===== src/rtl/stack_ram_ctrl_pkg.sv =====
// Shared constants and operation decode for the LIFO stack controller.
// The decode is kept here so every file classifies a cycle the same way.
package stack_ram_ctrl_pkg;

  localparam int DEPTH  = 32;
  localparam int ADDR_W = 5;
  localparam int CNT_W  = 6;

  typedef enum logic [2:0] {
    OP_IDLE,
    OP_PUSH,
    OP_POP,
    OP_REPL,
    OP_OVF,
    OP_UNF
  } stack_op_e;

  // Push+pop on an empty stack degenerates to a plain push.
  function automatic stack_op_e decode_op(input logic push, input logic pop,
                                          input logic full, input logic empty);
    if (push && pop && !empty) return OP_REPL;
    if (push)                  return full ? OP_OVF : OP_PUSH;
    if (pop)                   return empty ? OP_UNF : OP_POP;
    return OP_IDLE;
  endfunction

endpackage


===== src/rtl/stack_ram_ctrl_stack_ptr.sv =====
// Stack pointer and occupancy counter; SP addresses the next free word.
// FULL/EMPTY come from the count only, since SP alone cannot tell them apart.
module stack_ptr
  import stack_ram_ctrl_pkg::*;
#(
  parameter logic [ADDR_W-1:0] INIT_SP = '0
) (
  input  logic              clk_i,
  input  logic              rst_i,
  input  logic              inc_i,
  input  logic              dec_i,
  output logic [ADDR_W-1:0] sp_o,
  output logic [CNT_W-1:0]  cnt_o,
  output logic              full_o,
  output logic              empty_o
);

  logic [ADDR_W-1:0] sp_q, sp_d;
  logic [CNT_W-1:0]  cnt_q, cnt_d;

  always_comb begin
    sp_d  = sp_q;
    cnt_d = cnt_q;
    if (inc_i) begin
      sp_d  = sp_q + 1'b1;
      cnt_d = cnt_q + 1'b1;
    end else if (dec_i) begin
      sp_d  = sp_q - 1'b1;
      cnt_d = cnt_q - 1'b1;
    end
  end

  always_ff @(posedge clk_i or posedge rst_i) begin
    if (rst_i) begin
      sp_q  <= INIT_SP;
      cnt_q <= '0;
    end else begin
      sp_q  <= sp_d;
      cnt_q <= cnt_d;
    end
  end

  assign sp_o    = sp_q;
  assign cnt_o   = cnt_q;
  assign full_o  = (cnt_q == CNT_W'(DEPTH));
  assign empty_o = (cnt_q == '0);

endmodule


===== src/rtl/stack_ram_ctrl.sv =====
// LIFO controller driving an external 32-deep single-port RAM (one cell per bit).
// RAM read data is asynchronous, so a pop captures the top word at the same edge.
module stack_ram_ctrl
  import stack_ram_ctrl_pkg::*;
#(
  parameter int                WIDTH   = 10,
  parameter logic [ADDR_W-1:0] INIT_SP = 5'h00
) (
  input  logic              CLK,
  input  logic              RST,
  input  logic              PUSH,
  input  logic              POP,
  input  logic [WIDTH-1:0]  PUSH_DATA,
  input  logic              CLR_ERR,
  output logic [ADDR_W-1:0] ADR,
  output logic              WE,
  output logic [WIDTH-1:0]  RAM_I,
  input  logic [WIDTH-1:0]  RAM_O,
  output logic [WIDTH-1:0]  POP_DATA,
  output logic              POP_VALID,
  output logic [CNT_W-1:0]  COUNT,
  output logic              FULL,
  output logic              EMPTY,
  output logic              OVERFLOW,
  output logic              UNDERFLOW
);

  logic [ADDR_W-1:0] sp;
  stack_op_e         op;

  logic [WIDTH-1:0] pop_data_q, pop_data_d;
  logic             pop_valid_q, pop_valid_d;
  logic             ovf_q, ovf_d;
  logic             unf_q, unf_d;

  stack_ptr #(
    .INIT_SP (INIT_SP)
  ) u_stack_ptr (
    .clk_i   (CLK),
    .rst_i   (RST),
    .inc_i   (op == OP_PUSH),
    .dec_i   (op == OP_POP),
    .sp_o    (sp),
    .cnt_o   (COUNT),
    .full_o  (FULL),
    .empty_o (EMPTY)
  );

  assign op = decode_op(PUSH, POP, FULL, EMPTY);

  // Replace-top reads and rewrites SP-1 in the same cycle: old word is latched
  // from RAM_O at the edge that commits the new one.
  assign ADR   = (POP && !EMPTY) ? sp - 1'b1 : sp;
  assign WE    = !RST && ((op == OP_PUSH) || (op == OP_REPL));
  assign RAM_I = PUSH_DATA;

  always_comb begin
    pop_data_d  = pop_data_q;
    pop_valid_d = 1'b0;
    if ((op == OP_POP) || (op == OP_REPL)) begin
      pop_data_d  = RAM_O;
      pop_valid_d = 1'b1;
    end
    // A new error wins over a coincident clear.
    ovf_d = (ovf_q && !CLR_ERR) || (op == OP_OVF);
    unf_d = (unf_q && !CLR_ERR) || (op == OP_UNF);
  end

  always_ff @(posedge CLK or posedge RST) begin
    if (RST) begin
      pop_data_q  <= '0;
      pop_valid_q <= 1'b0;
      ovf_q       <= 1'b0;
      unf_q       <= 1'b0;
    end else begin
      pop_data_q  <= pop_data_d;
      pop_valid_q <= pop_valid_d;
      ovf_q       <= ovf_d;
      unf_q       <= unf_d;
    end
  end

  assign POP_DATA  = pop_data_q;
  assign POP_VALID = pop_valid_q;
  assign OVERFLOW  = ovf_q;
  assign UNDERFLOW = unf_q;

endmodule


===== config.mk =====
export PLATFORM = sky130hd
export DESIGN_NAME = stack_ram_ctrl
export DESIGN_NICKNAME = d
export VERILOG_FILES = /design/src/rtl/stack_ram_ctrl_pkg.sv /design/src/rtl/stack_ram_ctrl_stack_ptr.sv /design/src/rtl/stack_ram_ctrl.sv
export SDC_FILE = /design/constraint.sdc
export NUM_CORES = 1
export LEC_CHECK = 0
export CAP_MARGIN = 15
export CORE_MARGIN = 2
export CORE_UTILIZATION = 25
export CTS_BUF_LIST = sky130_fd_sc_hd__clkbuf_8
export CTS_CLUSTER_DIAMETER = 60
export DETAILED_ROUTE_END_ITERATION = 8
export SYNTH_ARGS = -nofsm -noshare
export SYNTH_HDL_FRONTEND = slang
export SYNTH_HIERARCHICAL = 1
export SYNTH_SLANG_ARGS = --single-unit

===== constraint.sdc =====
create_clock -name CLK -period 3.1 [get_ports CLK]
set_input_delay 0.62 -clock CLK [delete_from_list [all_inputs] [get_ports CLK]]
set_output_delay 0.62 -clock CLK [all_outputs]
set_load 0.03 [all_outputs]

==> flow_metrics.env <==
export IMPL_status="complete, no violations"
export IMPL_critPathMaxFanout=14
export IMPL_via_per_inst=4.32
export IMPL_clockBufferDepth=2
export IMPL_die_x_um=80.1
export IMPL_htreeDepth=1
export IMPL_whs_ns=0.483
export IMPL_ys_warn_count=6
export IMPL_setup_viol=0
export IMPL_p_leak_nw=0.918
export IMPL_r2r_cells=11
export IMPL_clock_root_buffer="clkbuf_8"
export IMPL_overflow=0
export IMPL_dieArea_sq_um=6420
export IMPL_grt_pass1_vias=1157
export IMPL_synth_top_area_share_pct=41.5
export IMPL_cpMaxStageDelayCell="or4_4"
export IMPL_min_path_cells=2
export IMPL_slew_violations=0
export IMPL_fin_nets=226
export IMPL_async_reset_ff_share_pct=100
export IMPL_synth_distinct_cells=36
export IMPL_final_core_utilization_pct=36.4
export IMPL_cap_violations=0
export IMPL_drc=0
export IMPL_wl_per_cell_um=12.4
export IMPL_ys_dominant_reg_cell="dfrtp_1"
export IMPL_gp_congestion=0.767
export IMPL_initial_core_util_pct=26.2
export IMPL_n_antenna_cell=0
export IMPL_r2r_end="u_stack_ptr/sp_o[4]"
export IMPL_grt_pass1_wl_um=5490
export IMPL_hold_viol=0
export IMPL_area_delta_synth_final_pct=39.2
export IMPL_rsz0062_at_grt="false"
export IMPL_clk_pin_slew_worst_paths_ns=0.09
export IMPL_dpl_instance_area_sq_um=1930
export IMPL_vias=1131
export IMPL_core_sq_um=5540
export IMPL_synth_fp_nets=190
export IMPL_startpoint="u_stack_ptr/cnt_o[0]"
export IMPL_cts_hold_buf=0
export IMPL_whs_endpoint="POP_DATA[8]"
export IMPL_worstHoldStart="POP_DATA[8]"
export IMPL_worstPathCellList="or4_4 -> nor3_4 -> nand2b_4 -> buf_12 -> inv_4 -> nand2_1 -> xnor2_1 -> buf_4"
export IMPL_syn_area_per_cell_sq_um=9.35
export IMPL_skew_ns=0.00263
export IMPL_min_path_type="flip-flop to flip-flop"
export IMPL_crit_arrival_ns=2.30
export IMPL_ios=62
export IMPL_worstPathRequired_ns=2.48
export IMPL_ys_seq_area_share_pct=41.5
export IMPL_fin_area_sq_um=2020
export IMPL_power_per_cell_area_nw_per_um2=985
export IMPL_layout_drive_gt1_share_pct=17.9
export IMPL_max_freq_mhz=342
export IMPL_peakVddDrop_mv=0.330
export IMPL_fin_crit_sh_pct=94.3
export IMPL_antenna_left=0
export IMPL_antenna_found_initial=0
export IMPL_worst_pin_slew_ns=0.465
export IMPL_grt_usage_pct=11.1
export IMPL_rows=27
export IMPL_setup_worst_path_class="flip-flop to primary output"
export IMPL_post_dp_hpwl_um=2440
export IMPL_ys_seq_elements=24
export IMPL_r2r_setup_slack_ns=0.33
export IMPL_r2r_start="u_stack_ptr/cnt_o[0]"
export IMPL_clk_latency_ns=0.27
export IMPL_worst_path_largest_cell_delay_ns=0.57
export IMPL_cts_buffers=3
export IMPL_die_h_um=80.1
export IMPL_min_period_ns=2.92
export IMPL_yosysTopAreaCell="dfrtp_1"
export IMPL_drt_iter0_markers=43
export IMPL_end_kind="primary output"
export IMPL_synth_area_sq_um=1450
export IMPL_io_buffers=41
export IMPL_clock_sinks=24
export IMPL_synth_edf_count=0
export IMPL_start_kind="flip-flop"
export IMPL_cts_tree="yes"
export IMPL_synthTopCellsByArea="dfrtp_1, nand2_1, ha_1"
export IMPL_syn_inst=155
export IMPL_routed_wirelength_um=3250
export IMPL_slew_headroom_pct=68.9
export IMPL_grt_max_degree=15
export IMPL_dr_pass1_iters=6
-- power by group --
part	total [mW]	internal, mW	switching [mW]	leakage (nW)
logic	1.19	0.551	0.643	0.598
clock network	0.217	0.113	0.103	0.0288
registers	0.574	0.425	0.150	0.291
total	1.99	1.09	0.896	0.918
-- cells in the final DEF, fill, tap and decap left out, types with 2 or more instances in the layout --
cell type and instances:
buf_4 7, clkdlybuf4s50_1 34, and2_1 2, nor2_1 4
nand2b_1 3, clkbuf_8 4, o21ai_0 8, inv_1 9
dlymetal6s2s_1 2, nor3b_2 2, dfrtp_1 21, a21o_1 2
a21oi_1 2, xnor2_1 6, nand2_1 41, dfrtp_2 3
xor2_1 5, inv_4 2, nand3_1 2, ha_4 3
ha_1 5
-- per-stage QoR --
step	setup WS (ns)	power (mW)	setup TNS [ns]	instances
3_3_place_gp	0.176	1.76	0	257
6_report	0.177	1.99	0	262
5_1_grt	0.0411	2.16	0	262
3_5_place_dp	0.149	1.77	0	257
4_1_cts	-0.0646	1.99	-0.140	261
2_1_floorplan	-0.0615	1.40	-0.0774	155
-- per-layer routing --
layer | vias up | wire length, um | track usage [%]
met5 | - | 0 | 0
met4 | 0 | 10 | 3.22
met3 | 2 | 245 | 2.81
met2 | 33 | 1410 | 17.1
met1 | 532 | 1580 | 15.3
li1 | 564 | - | -
-- Yosys cell counts (3+ instances only) --
cell type and n:
nand2_1 42, dfrtp_1 24, buf_4 10, inv_1 10
ha_1 8, o21ai_0 8, xnor2_1 6, nor2_1 5
xor2_1 5, a21oi_1 3, nand2b_1 3
-- logic make-up (layout without fill, tap and decap cells) --
logic type	count (synthesis)	count (layout)	share of synthesized area, %
and+or+nand+nor	63	63	21.5
buffers and inverters	25	60	10.3
DFF	24	24	41.5
AOI/OAI and AO/OA	20	20	8.98
xor gates and xnor gates	11	11	6.65
adders and majority gates	10	10	9.67
muxes	2	2	1.47
-- final cells by class --
type                       instances  area, sq um
fill                             558         3520
clock buffer                       4         55.1
sequential                        24          604
timing repair buffer              45          447
tap                               72         90.1
multi-input combinational        106          774
inverter                          11         46.3
-- timing repair --
item,in CTS,in global routing
setup endpoints to repair,4,6
gates cloned,0,0
pin swaps,0,2
buffers inserted,0,1
resized for setup,1,8
-- how the worst max path moves through the flow --
stage / cells after the start / endpoint / slack [ns]
floorplan: 12 / u_stack_ptr/sp_o[4] / -0.06
global placement: 6 / ADR[1] / 0.18
detailed placement: 6 / ADR[1] / 0.15
CTS: 5 / WE / -0.06
global route: 8 / ADR[2] / 0.04
finish: 8 / ADR[2] / 0.18
-- worst max-delay path: cells and delay by family (launching register included) --
family        cells  cell delay (ns)
xor+xnor          1             0.13
buf+inv           3             0.42
flops             1             0.45
simple gates      4             1.02
-- sequential cells by signal, summed over array words and instances, names as in the netlist --
signal / flops
OVERFLOW: 1
UNDERFLOW: 1
u_stack_ptr/cnt_o: 6
u_stack_ptr/sp_o: 5
POP_VALID: 1
POP_DATA: 10
Power figures use the tool's default switching activity.
